`src/rtl/pwm_bank_pkg.sv`:
```
// pwm_bank_pkg: default widths and wr_sel encoding for pwm_bank
package pwm_bank_pkg;
  localparam int NCH_DEF = 8;
  localparam int CW_DEF = 28;
  localparam logic SEL_PERIOD = 1'b0;
  localparam logic SEL_DUTY = 1'b1;
endpackage

```
`src/rtl/pwm_chan.sv`:
```
// pwm_chan: one PWM channel with shadow/active period and duty registers
module pwm_chan import pwm_bank_pkg::*; #(
  parameter int CW = CW_DEF
) (
  input  logic          clk,
  input  logic          rst,
  input  logic          en,
  input  logic          wr_per,
  input  logic          wr_duty,
  input  logic [CW-1:0] wr_data,
  output logic          pwm,
  output logic          wrap
);
  logic [CW-1:0] per_s, duty_s, per_a, duty_a, cnt;
  logic run, last;
  always_comb begin
    run = en && per_a != '0;
    last = run && cnt == per_a - CW'(1);
  end
  always_ff @(posedge clk) begin
    if (rst) begin
      per_s <= '0;
      duty_s <= '0;
      per_a <= '0;
      duty_a <= '0;
      cnt <= '0;
      pwm <= 1'b0;
      wrap <= 1'b0;
    end else begin
      if (wr_per) per_s <= wr_data;
      if (wr_duty) duty_s <= wr_data;
      // active values reload from the pre-write shadows while idle or at a wrap
      if (!run || last) begin
        per_a <= per_s;
        duty_a <= duty_s;
        cnt <= '0;
      end else cnt <= cnt + CW'(1);
      pwm <= run && cnt < duty_a;
      wrap <= last;
    end
  end
endmodule

```
`src/rtl/pwm_bank.sv`:
```
// pwm_bank: NCH-channel PWM bank with write decode; PWM_BANK_IRQ_EN adds sticky wrap interrupts
module pwm_bank import pwm_bank_pkg::*; #(
  parameter int NCH = NCH_DEF,
  parameter int CW = CW_DEF
) (
  input  logic                               clk_clk,
  input  logic                               reset_reset,
  input  logic                               wr_en,
  input  logic [(NCH>1?$clog2(NCH):1)-1:0]   wr_ch,
  input  logic                               wr_sel,
  input  logic [CW-1:0]                      wr_data,
  input  logic [NCH-1:0]                     ch_en,
  output logic [NCH-1:0]                     pwm_out,
  output logic [NCH-1:0]                     wrap
`ifdef PWM_BANK_IRQ_EN
  ,
  input  logic [NCH-1:0]                     irq_clr,
  output logic [NCH-1:0]                     irq
`endif
);
  localparam int CHW = NCH > 1 ? $clog2(NCH) : 1;
  logic [NCH-1:0] hit;
  for (genvar i = 0; i < NCH; i++) begin : g_ch
    assign hit[i] = wr_en && !reset_reset && wr_ch == CHW'(i);
    pwm_chan #(.CW(CW)) u_chan (
      .clk(clk_clk),
      .rst(reset_reset),
      .en(ch_en[i]),
      .wr_per(hit[i] && wr_sel == SEL_PERIOD),
      .wr_duty(hit[i] && wr_sel == SEL_DUTY),
      .wr_data(wr_data),
      .pwm(pwm_out[i]),
      .wrap(wrap[i])
    );
  end
`ifdef PWM_BANK_IRQ_EN
  always_ff @(posedge clk_clk) begin
    if (reset_reset) irq <= '0;
    else irq <= (irq & ~irq_clr) | wrap;
  end
`endif
endmodule

```
`config.mk`:
```
export PLATFORM = sky130hd
export DESIGN_NAME = pwm_bank
export DESIGN_NICKNAME = d
export VERILOG_FILES = /design/src/rtl/pwm_bank_pkg.sv /design/src/rtl/pwm_chan.sv /design/src/rtl/pwm_bank.sv
export SDC_FILE = /design/constraint.sdc
export NUM_CORES = 2
export LEC_CHECK = 0
export CAP_MARGIN = 0
export CELL_PAD_IN_SITES_DETAIL_PLACEMENT = 2
export CELL_PAD_IN_SITES_GLOBAL_PLACEMENT = 2
export CORE_MARGIN = 2
export CORE_UTILIZATION = 39
export CTS_CLUSTER_SIZE = 14
export DETAILED_ROUTE_END_ITERATION = 6
export DONT_BUFFER_PORTS = 1
export HOLD_SLACK_MARGIN = 0.08
export PLACE_DENSITY_LB_ADDON = 0.1
export SLEW_MARGIN = 10
export SYNTH_ARGS = -nofsm -noshare
export SYNTH_HDL_FRONTEND = slang
export SYNTH_SLANG_ARGS = --single-unit
```
`constraint.sdc`:
```
create_clock -name clk_clk -period 3.76 [get_ports clk_clk]
set_clock_uncertainty 0.1 [all_clocks]
set_input_delay 0.752 -clock clk_clk [delete_from_list [all_inputs] [get_ports clk_clk]]
set_output_delay 0.752 -clock clk_clk [all_outputs]
set_load 0.03 [all_outputs]
```
==> results.yml <==
status:
  status: "finished, final reports clean"
detailed_routing:
  dr_total_vias: 53760
  first_pass_iters: 5
  wl_um: 223300
  wl_per_cell_um: 23.93
  routed_via_density: 5.760
  dr.first_iter.drc_count: 2816
  drcViolationCount: 0
  ant_nets: 0
min_path:
  hold_class: "in2reg"
worst_setup_path:
  crit_path_max_fanout: 56
  critical_path.endpoint_type: "flip-flop"
  arrival_ns: 4.17
  start_kind: "flip-flop"
  crit_type: "reg2reg"
  required_ns: 4.29
placed_design:
  place_area_mm2: 0.06149
  pre_cts_slack_ns: 0.03675
  gp_congestion: 0.8452
  dp_cells: 9043
  portBuffers: 0
  dpl.hpwl_um: 138800
pwr:
  pwr-share-seq_pct: 44.4
  netSwitchingFraction_pct: 25.01
  combPwrFrac_pct: 5.6
  vdd_drop_max_uv: 469.6
  powerDensity_mw_per_mm2: 407.6
  p_int_mw: 20.51
  p_clk_share_pct: 50.0
  fin_total_pwr_mw: 27.35
  power_switching_mw: 6.840
  total_leakage_power_nw: 23.64
synthesis:
  yosys_warnings: 0
  post_synth.cell_area_avg_um2: 8.046
  syn_inst: 7386
  synth_commonest_cells: "nand2_1 (1,566), dfxtp_1 (1,136), a21oi_1 (588)"
  ys_ff_latch: 1136
  ys_async_sr_fraction_pct: 0
  synth_ff_type: "dfxtp_1"
  synth.area.top_cells: "dfxtp_1 (38%), nand2_1 (9.9%), ha_1 (5.1%)"
  synth.top_cell.area_share_pct: 38.27
  syn-num-nets: 7669
  synth_cell_types: 96
  synth_edf_count: 0
  synth_area_mm2: 0.05943
  yosysMostFrequentCell: "nand2_1"
  synth_area_leader_cell: "dfxtp_1"
  ys_seq_area_share_pct: 38.27
clock_network:
  cts_inserted_buffers: 139
  insertion_delay_ns: 0.78
  cts_root_buf: "clkbuf_16"
  cts_tree: "done"
  cts_max_level: 4
  clockBufferDepth: 3
  clk_pin_slew_ns: 0.06
  clkSinkCount: 1136
floorplanning:
  io_pins: 59
  dieWidth_um: 394.4
  die_h_um: 394.4
  core_area_mm2: 0.1515
  fp-row-count: 143
  die-area_mm2: 0.1555
  start_util_pct: 39.21
timing:
  setup_viol_count_final: 0
  final.setup.tns_ns: 0
  layout_setup_ws_ns: 0.1200
  rsz0062_at_grt: "false"
  whs_ns: 0.1186
  slew_headroom_pct: 20.14
  fin_crit_ns: 3.640
  finalCritPeriodShare_pct: 96.81
  max_freq_mhz: 274.7
  tightestPinTransition_ns: 1.198
  timing.final.hold_violations: 0
  slew_viol_final: 0
global_route:
  grt_pass1_wl_um: 345500
  grt_pass1_vias: 57390
  grt.total_usage_pct: 28.03
  antenna_found_initial: 8
  grt_overflow_total: 0
  grt_max_degree: 642
final_layout:
  final_util_pct: 44.29
  final_cells: 9332
  area_growth_pct: 12.94
  drive_above_1_share_pct: 8.082
  final_cell_area_mm2: 0.06712
  layout.nets: 7476
job:
  max-cap-violations: 0
[timing repair]
item	4_1_cts	5_1_grt
resized for setup	0	23
buffers inserted	0	1
setup endpoints to repair	0	400
hold buffers	32	3
endpoints found under the hold margin	448	64
[cells in the final DEF (no fill, tap or decap), drive strengths merged, types with 105 or more instances in the layout]
cell type / Yosys / routed
a21oi: 588 / 588
buf: 114 / 224
clkbuf: 448 / 205
dfxtp: 1136 / 1136
ha: 240 / 240
inv: 278 / 288
mux2i: 296 / 296
nand2: 1566 / 1566
nand3: 195 / 195
nand4: 272 / 272
nor2: 341 / 342
nor3: 210 / 210
nor3b: 105 / 105
o21ai: 119 / 119
xnor2: 280 / 280
xor2: 214 / 214
[critical path, stage by stage (launching register included)]
cell     delay [ns]
dfxtp_1        0.32
nor3_1         0.59
nand3_2        0.28
or4_4          0.58
nor4_2         0.25
xnor2_1        0.14
or4_4          0.57
o21ba_4        0.24
buf_12         0.23
mux2i_1        0.17
[path summary, 6_finish.rpt]
path,endpoint,cells past startpoint,start,slack [ns]
worst min register to register,g_ch[5].u_chan.per_s[27],2,g_ch[5].u_chan.per_s[27],0.35
worst max-delay path,g_ch[6].u_chan.duty_a[1],9,g_ch[6].u_chan.per_a[14],0.12
worst min-delay path,g_ch[7].u_chan.per_a[17],2,reset_reset,0.12
worst max register to register,g_ch[6].u_chan.duty_a[1],9,g_ch[6].u_chan.per_a[14],0.12
[layer usage]
layer  up-vias  global-route usage [%]  share of wire [%]
met1     27600                   36.71                 46
li1      25230                       -                  -
met2       658                   48.64                 49
met4         0                   7.410                2.6
met5         -                       0                  0
met3       274                   3.179                2.9
[power by group through the flow]
stage	Sequential [mW]	Clock, mW	Combinational, mW
3_3_place_gp	12.4	0	0.991
3_5_place_dp	12.4	0	1.02
4_1_cts	12.1	14.0	1.41
6_report	12.2	13.7	1.54
2_1_floorplan	12.4	0	0.896
5_1_grt	12.1	14.5	1.62
[flip-flops by register name, summed over array words and instances, names as in the netlist]
name                flops
g_ch.u_chan.duty_s    224
g_ch.u_chan.pwm         8
g_ch.u_chan.wrap        8
g_ch.u_chan.per_s     224
g_ch.u_chan.cnt       224
g_ch.u_chan.duty_a    224
g_ch.u_chan.per_a     224
[kinds of logic after synthesis]
logic type / Yosys count / synth area share [%]
AND/OR/NAND/NOR: 3225 / 26.41
AO/OA/AOI/OAI: 1154 / 12.13
flip-flops: 1136 / 38.27
buffers and inverters: 841 / 5.872
XOR/XNOR: 494 / 7.280
multiplexers: 296 / 4.986
adder cells (fa/ha/maj): 240 / 5.053
[area by class of cell]
type                       instances  area (µm²)
fill                           16850       84430
multi-input combinational       5410       33510
sequential                      1136       22740
clock buffer                     205        4129
timing repair buffer             227        2655
tap                             2030        2540
inverter                         279        1055
clock inverter                    43       476.7
antenna                            2       5.005
(Power assumes the default switching activity.)
